`src/rtl/char_score_ram_gra2.sv`:
```
// 16x16 character RAM: boot clear, "SCORE:" label and a 4-digit double-dabble score renderer.
// Optional feature macro: SCORE_LEAD_ZERO_BLANK_EN blanks the leading zeros of the three upper digits.
module char_score_ram_gra2 #(
  parameter int SCORE_ROW = 0,
  parameter int SCORE_COL = 7
) (
  input  logic        clk_i,
  input  logic        rst_i,
  input  logic [7:0]  char_xy_i,
  output logic [6:0]  char_code_o,
  input  logic [13:0] score_i,
  input  logic        score_valid_i,
  output logic        busy_o,
  output logic        done_o
);

  typedef enum logic [2:0] {CLEAR, LABEL, IDLE, CONV, WRITE, DONE} state_t;

  localparam logic [3:0] ROW = 4'(SCORE_ROW);
  localparam logic [3:0] COL = 4'(SCORE_COL);

  state_t      state_q;
  logic [7:0]  clr_cnt_q;
  logic [2:0]  lbl_cnt_q;
  logic [3:0]  iter_q;
  logic [1:0]  dig_q;
  logic [15:0] bcd_q;
  logic [13:0] bin_q;
  logic        pend_q;
  logic [13:0] pend_val_q;
  logic        init_done_q;
  logic        busy_q;
  logic        done_q;

  logic [6:0]  mem [256];
  logic [13:0] score_clamped;
  logic [15:0] bcd_adj;
  logic [3:0]  nib;
  logic        blank;
  logic        we;
  logic [7:0]  waddr;
  logic [6:0]  wdata;

  assign score_clamped = (score_i > 14'd9999) ? 14'd9999 : score_i;

  always_comb begin
    bcd_adj = bcd_q;
    for (int k = 0; k < 4; k++) begin
      if (bcd_q[4*k +: 4] >= 4'd5) bcd_adj[4*k +: 4] = bcd_q[4*k +: 4] + 4'd3;
    end
  end

  always_comb begin
    case (dig_q)
      2'd0:    nib = bcd_q[15:12];
      2'd1:    nib = bcd_q[11:8];
      2'd2:    nib = bcd_q[7:4];
      default: nib = bcd_q[3:0];
    endcase
  end

`ifdef SCORE_LEAD_ZERO_BLANK_EN
  logic seen_q;
  // The units digit is never blanked so a zero score still shows "0".
  assign blank = (dig_q != 2'd3) && !seen_q && (nib == 4'd0);
`else
  assign blank = 1'b0;
`endif

  always_comb begin
    we    = 1'b0;
    waddr = clr_cnt_q;
    wdata = 7'h20;
    case (state_q)
      CLEAR: we = 1'b1;
      LABEL: begin
        we    = 1'b1;
        waddr = {ROW, 1'b0, lbl_cnt_q};
        case (lbl_cnt_q)
          3'd0:    wdata = 7'h53;
          3'd1:    wdata = 7'h43;
          3'd2:    wdata = 7'h4F;
          3'd3:    wdata = 7'h52;
          3'd4:    wdata = 7'h45;
          default: wdata = 7'h3A;
        endcase
      end
      WRITE: begin
        we    = 1'b1;
        waddr = {ROW, COL + {2'b00, dig_q}};
        wdata = blank ? 7'h20 : (7'h30 + {3'b000, nib});
      end
      default: ;
    endcase
  end

  always_ff @(posedge clk_i) begin
    if (we) mem[waddr] <= wdata;
  end

  assign char_code_o = init_done_q ? mem[{char_xy_i[3:0], char_xy_i[7:4]}] : 7'h20;
  assign busy_o      = busy_q;
  assign done_o      = done_q;

  // busy_q also covers the cycle in which done_q is high, so it drops one edge after DONE.
  always_ff @(posedge clk_i or posedge rst_i) begin
    if (rst_i) begin
      state_q     <= CLEAR;
      clr_cnt_q   <= 8'd0;
      lbl_cnt_q   <= 3'd0;
      iter_q      <= 4'd0;
      dig_q       <= 2'd0;
      bcd_q       <= 16'd0;
      bin_q       <= 14'd0;
      pend_q      <= 1'b0;
      pend_val_q  <= 14'd0;
      init_done_q <= 1'b0;
      busy_q      <= 1'b1;
      done_q      <= 1'b0;
`ifdef SCORE_LEAD_ZERO_BLANK_EN
      seen_q      <= 1'b0;
`endif
    end else begin
      done_q <= 1'b0;
      if (score_valid_i && (state_q != IDLE)) begin
        pend_q     <= 1'b1;
        pend_val_q <= score_clamped;
      end
      case (state_q)
        CLEAR: begin
          clr_cnt_q <= clr_cnt_q + 8'd1;
          if (clr_cnt_q == 8'd255) begin
            state_q     <= LABEL;
            init_done_q <= 1'b1;
            lbl_cnt_q   <= 3'd0;
          end
        end
        LABEL: begin
          lbl_cnt_q <= lbl_cnt_q + 3'd1;
          if (lbl_cnt_q == 3'd5) begin
            bin_q   <= 14'd0;
            bcd_q   <= 16'd0;
            iter_q  <= 4'd0;
            state_q <= CONV;
          end
        end
        IDLE: begin
          busy_q <= 1'b0;
          if (score_valid_i || pend_q) begin
            bin_q   <= score_valid_i ? score_clamped : pend_val_q;
            bcd_q   <= 16'd0;
            iter_q  <= 4'd0;
            pend_q  <= 1'b0;
            busy_q  <= 1'b1;
            state_q <= CONV;
          end
        end
        CONV: begin
          bcd_q  <= {bcd_adj[14:0], bin_q[13]};
          bin_q  <= {bin_q[12:0], 1'b0};
          iter_q <= iter_q + 4'd1;
          if (iter_q == 4'd13) begin
            dig_q   <= 2'd0;
            state_q <= WRITE;
`ifdef SCORE_LEAD_ZERO_BLANK_EN
            seen_q  <= 1'b0;
`endif
          end
        end
        WRITE: begin
          dig_q <= dig_q + 2'd1;
`ifdef SCORE_LEAD_ZERO_BLANK_EN
          seen_q <= seen_q | (nib != 4'd0);
`endif
          if (dig_q == 2'd3) state_q <= DONE;
        end
        DONE: begin
          done_q  <= 1'b1;
          state_q <= IDLE;
        end
        default: state_q <= CLEAR;
      endcase
    end
  end

endmodule
```
`config.mk`:
```
export PLATFORM = sky130hd
export DESIGN_NAME = char_score_ram_gra2
export DESIGN_NICKNAME = d
export VERILOG_FILES = /design/src/rtl/char_score_ram_gra2.sv
export SDC_FILE = /design/constraint.sdc
export NUM_CORES = 2
export LEC_CHECK = 0
export CORE_ASPECT_RATIO = 1.1
export CORE_MARGIN = 8
export CORE_UTILIZATION = 39
export CTS_CLUSTER_DIAMETER = 60
export CTS_CLUSTER_SIZE = 8
export DETAILED_ROUTE_END_ITERATION = 10
export SETUP_SLACK_MARGIN = 0.2
export SYNTH_ARGS = -nofsm -noshare
export SYNTH_HDL_FRONTEND = slang
export SYNTH_SLANG_ARGS = --single-unit
export TNS_END_PERCENT = 20
```
`constraint.sdc`:
```
create_clock -name clk_i -period 30.7 [get_ports clk_i]
set_clock_uncertainty 0.1 [all_clocks]
set_input_delay 9.21 -clock clk_i [delete_from_list [all_inputs] [get_ports clk_i]]
set_output_delay 9.21 -clock clk_i [all_outputs]
set_load 0.03 [all_outputs]
```
==> Word-level counts from Yosys, hierarchy flattened <==
Memory sizes are Yosys's and may differ from the RTL's.
Cells that the tools add are included.
Widths: inputs -> output; s select.
{ "totals": {"ramBits": 1792, "out_inout_bits": 9, "elab_cells": 101, "register_bits": 68, "input_bits": 25, "n_memories": 1} }
{ "op_classes": {"reduce_logical": 14, "order_cmp": 5, "muxes": 38, "eq_ne": 21, "addsub": 10} }
{ "memory_table": {"columns": ["memory", "words", "word_bits", "read_ports", "rd_ports_with_merged_regs", "write_ports", "line_no", "text"], "rows": [
  ["mem", 256, 7, 1, 0, 1, "35", "logic [6:0] mem [256];"]
]} }
{ "ops": {"columns": ["op", "n"], "rows": [
  ["$mux 14", 4],
  ["$pmux 16 s3", 1],
  ["$pmux 14 s3", 1],
  ["$pmux 7 s5", 1],
  ["$mux 16", 2],
  ["$pmux 4 s3", 2],
  ["$mux 3", 7],
  ["$mux 4", 5],
  ["$pmux 3 s6", 1],
  ["$ge 4x3->1 const B", 4],
  ["$pmux 8 s2", 1],
  ["$gt 14x14->1 const B", 1],
  ["$pmux 7 s2", 1],
  ["$add 4x2->4 const B", 3],
  ["$eq 3x2->1 const B", 4],
  ["$eq 3x3->1 const B", 4],
  ["$ne 2x2->1 const B", 5],
  ["$add 8x1->8 const B", 1],
  ["$eq 8x8->1 const B", 1],
  ["$mux 1", 8],
  ["$add 6x4->7 const A", 1],
  ["$mux 7", 1],
  ["$eq 3x1->1 const B", 2],
  ["$logic_not 3->1", 2],
  ["21 further kinds", 25]
]} }

==> Longest topological paths before layout <==
{ "logic_depth": {"word_depth": 5, "ltp_mapped": 13} }

==> Worst setup path before layout <==
Ideal clock, no wire load.
{ "synth_path": {"kind": "register -> register", "start": "register lbl_cnt_q[0]", "end": "memory mem[0][2] (data pin)", "setup_ps": 1269, "arrival_time_ps": 25943, "n_path_buf": 0, "path_stages_with_launch": 7, "setup_slack_ps": 3387, "period_less_slack_ps": 27313, "path_cell_list": "dfrtp_1 inv_1 ha_1 nor3_1 nor2_1 o21ai_0 o22ai_1"} }
{ "synth_between": {"elab_chain_len": 3, "elab_cells_between_ends": 7, "classes_between": "eq/ne: 4; mux: 2; reduce/logical: 1"} }
{ "synth_rtl": {"columns": ["element", "line_no", "text"], "rows": [
  ["start, declared", "24", "logic [2:0] lbl_cnt_q;"],
  ["start signal, assigned", "139", "lbl_cnt_q <= lbl_cnt_q + 3'd1;"],
  ["$eq 3x3->1 (tied with other cells)", "79", "case (lbl_cnt_q)"],
  ["$pmux 7 s5 (*)", "79", null],
  ["$pmux 7 s2 (*)", "74", "case (state_q)"],
  ["named net wdata[2]", "42", "logic [6:0] wdata;"],
  ["end, declared", "35", null]
]} }
Mark *: on every way through the listed nets, which the timed path passes. The rest lies on a longest branch.

==> Final worst setup path <==
{ "layout_path": {"start": "input port char_xy_i[4]", "end": "output port char_code_o[5]"} }
{ "layout_between": {"elab_chain_len": 2} }
{ "layout_rtl": {"columns": ["element", "line_no", "text"], "rows": [
  ["start, declared", "9", "input logic [7:0] char_xy_i,"],
  ["$mem_v2 256x7", null, null],
  ["$mux 7", "101", "assign char_code_o = init_done_q ? mem[{char_xy_i[3:0], char_xy_i[7:4]}] : 7'h20;"],
  ["end, declared", "10", "output logic [6:0] char_code_o,"]
]} }
Every way passes these cells.

==> reports/results.ini <==
[place]
io_buffers=33
dpl_worst_slack_ns=6.90
dp_hpwl_um=109000
routabilityCongestion=0.837

[drt]
drc_errors=0
dr.pass1.iters=7
num_vias=37500
routed_wl_um=186000
ant_nets=0
wl_per_cell_um=28.7
via_per_inst=5.81
drtIter0Drc=3825

[critical_path]
path_max_fanout=90
path_class=input pin to output pin
crit_required_ns=21.39
arrival_ns=14.56
path_cells=buf_8 -> buf_12 -> buf_12 -> mux4_2 -> a22o_1 -> a221oi_1 -> o22ai_1 -> nor3_1 -> o41ai_1 -> clkdlybuf4s50_1
max_stage_delay_ns=0.78
r2r.worst_path.cells=6
start_kind=input pin
rrSetupSlack_ns=26.15
endpoint_kind=output pin
r2r-start=state_q[1]$_DFFE_PP0P_
critPathSlowestCell=nor3_1
r2r_end=mem[225][0]$_DFFE_PP_
crit_top_cell=buf_12

[synth]
synth_edf_count=1792
synthesis.area_um2=73700
synth_seq_cells=1860
ys_warn_count=0
synth_top_area_frac=0.731
synth_top_area_cell=edfxtp_1
synthDistinctLibCells=66
yosysSeqAreaShare=0.754
synth_flop_cell=edfxtp_1
synth_area_per_cell_um2=19.4
synthArstFlopShare=0.0366
synth_nets=3846
syn_inst=3801
synthTopCellsByArea=edfxtp_1, mux4_2, mux2i_1

[worst_hold_path]
hold_end=pend_val_q[11]$_DFFE_PP0P_
min_path_type=flip-flop to flip-flop
whs_path_depth=2
hp-start=pend_val_q[11]$_DFFE_PP0P_

[timing]
period_needed_ns=23.87
min_period_over_period=0.777
final-max-slew-violation-count=0
worstMarginPinSlew_ns=1.40
fmax_mhz=41.9
rsz0062_at_grt=false
finalSetupViolCount=0
hold_violations=0
tns_ns=0
slew_headroom=0.0585
setup_ws_ns=6.83

[cts]
clkSlewWorstSetupHoldPaths_ns=0.05
clock_latency_ns=0.89
cts-buffers-inserted=284
cts_tree=built
cts_root_buf=clkbuf_16
cts_max_level=5
cts.sinks=1860
post_cts_resize_count=0
cts_buffer_depth=4
holdBufCountCts=0
cts_setup_buffers=0

[global_route]
grt.total_usage=0.180
grt_max_degree=209
antenna_found_initial=4
grt_overflow_total=0
grt_pass1_vias=38500
grt_pass1_wl_um=271000

[floorplan]
start_util=0.392
num_rows=167
dieArea_um2=203000
coreArea_um2=188000
num_io_pins=34
die_x_um=430
die_y_um=472

[run_status]
outcome=finished clean

[power_and_ir_drop]
ir_drop_uv=40.2
p_per_area_nw_per_um2=66.2
p_leak_nw=23.2

[finish]
finalNetCount=4016
regArea_um2=55500
nFillCells=15900
drive_gt1_frac=0.196
area_growth_pct=14.0
multiInputGateArea_um2=16800

[run]
drv_cap=0

power by group:
part           leakage (nW)  internal (mW)  switching, mW
clock network          3.67           1.68           1.01
logic                  5.39         0.0430         0.0849
registers              14.2           2.75       0.000899
total                  23.2           4.47           1.10
placed cells by master (no fill, tap or decap), types with 28 or more instances in the layout:
master,count
edfxtp_1,1792
mux4_2,374
nor2_1,333
clkbuf_16,291
mux2i_1,212
nand2_1,132
a21oi_1,99
o221ai_1,82
o21ai_0,80
buf_4,69
dfrtp_1,67
o22ai_1,59
clkdlybuf4s50_1,28
critical path: cells and delay by family:
kind / cells / cell delay (ns)
buf+inv: 4 / 2.33
compound gates: 4 / 1.46
simple gates: 1 / 0.78
mux: 1 / 0.59
cells in the mapped netlist (6+ instances only):
| master | instances |
|---|---|
| inv_1 | 21 |
| o221ai_1 | 82 |
| a21oi_1 | 99 |
| a22oi_1 | 26 |
| nor3_1 | 26 |
| xnor2_1 | 8 |
| buf_4 | 21 |
| o31ai_1 | 11 |
| nor2_1 | 337 |
| and2_1 | 8 |
| edfxtp_1 | 1792 |
| nor2b_1 | 19 |
| nand2b_1 | 19 |
| a211oi_1 | 21 |
| mux4_2 | 374 |
| o2111ai_1 | 8 |
| nor4_1 | 14 |
| clkbuf_1 | 119 |
| a31oi_1 | 8 |
| o22ai_1 | 61 |
| mux2i_1 | 212 |
| buf_2 | 23 |
| o41ai_1 | 6 |
| o21ai_0 | 83 |
| buf_8 | 8 |
| a221oi_1 | 10 |
| or3_1 | 7 |
| nor3b_1 | 8 |
| buf_6 | 36 |
| nand3_1 | 15 |
| nand2_1 | 134 |
| ha_1 | 20 |
| a2111oi_0 | 11 |
| dfrtp_1 | 67 |
| buf_1 | 14 |
| mux2_2 | 14 |
state kept, by name, indices dropped and copies added, names as in the netlist:
register and flops:
lbl_cnt_q 3, iter_q 4, pend_q 1, bin_q 14, done_o 1, bcd_q 16
init_done_q 1, mem 1792, busy_o 1, clr_cnt_q 8, dig_q 2, state_q 3
pend_val_q 14
per-stage QoR:
step	hold slack (ns)	power (mW)	instance area (um2)	std cells	util
5_1_grt	0.402	5.71	83900	6463	0.446
4_1_cts	0.380	5.61	83900	6462	0.446
2_1_floorplan	0.345	2.89	73700	3801	-
3_5_place_dp	0.369	2.92	76500	6135	0.407
6_report	0.374	5.56	84000	6465	0.446
3_3_place_gp	0.360	2.92	76500	6135	0.407
layer usage:
metal | track usage | vias up | part of all wire
li1 | - | 15800 | -
met1 | 0.244 | 19900 | 0.41
met2 | 0.289 | 1468 | 0.48
met3 | 0.0397 | 306 | 0.074
met4 | 0.0614 | 0 | 0.032
met5 | 0 | - | 0
logic make-up after synthesis:
kind of cell / count (synthesis) / synth area share
AO/OA/AOI/OAI: 461 / 0.0423
adder cells (fa/ha/maj): 20 / 0.00340
XOR/XNOR: 11 / 0.00131
multiplexers: 600 / 0.145
flip-flops: 1860 / 0.754
AND/OR/NAND/NOR: 602 / 0.0348
buffers and inverters: 247 / 0.0192
area by class of cell:
cell class | instances | share of cell area
Antenna cell | 3 | 0.0000894
Clock buffer | 317 | 0.0880
Clock inverter | 10 | 0.00112
Inverter | 25 | 0.00130
Multi-Input combinational cell | 1694 | 0.200
Sequential cell | 1860 | 0.661
Tap cell | 2450 | 0.0365
Timing Repair Buffer | 106 | 0.0114
how the worst max path moves through the flow:
stage / startpoint / end / slack (ns)
floorplan: lbl_cnt_q[0]$_DFFE_PP0P_ / mem[0][2]$_DFFE_PP_ / 3.39
global placement: char_xy_i[4] / char_code_o[5] / 6.86
detailed placement: char_xy_i[4] / char_code_o[5] / 6.90
CTS: char_xy_i[4] / char_code_o[5] / 6.90
global route: char_xy_i[4] / char_code_o[5] / 6.79
finish: char_xy_i[4] / char_code_o[5] / 6.83
Note: power is estimated with default switching activity, not from simulation.
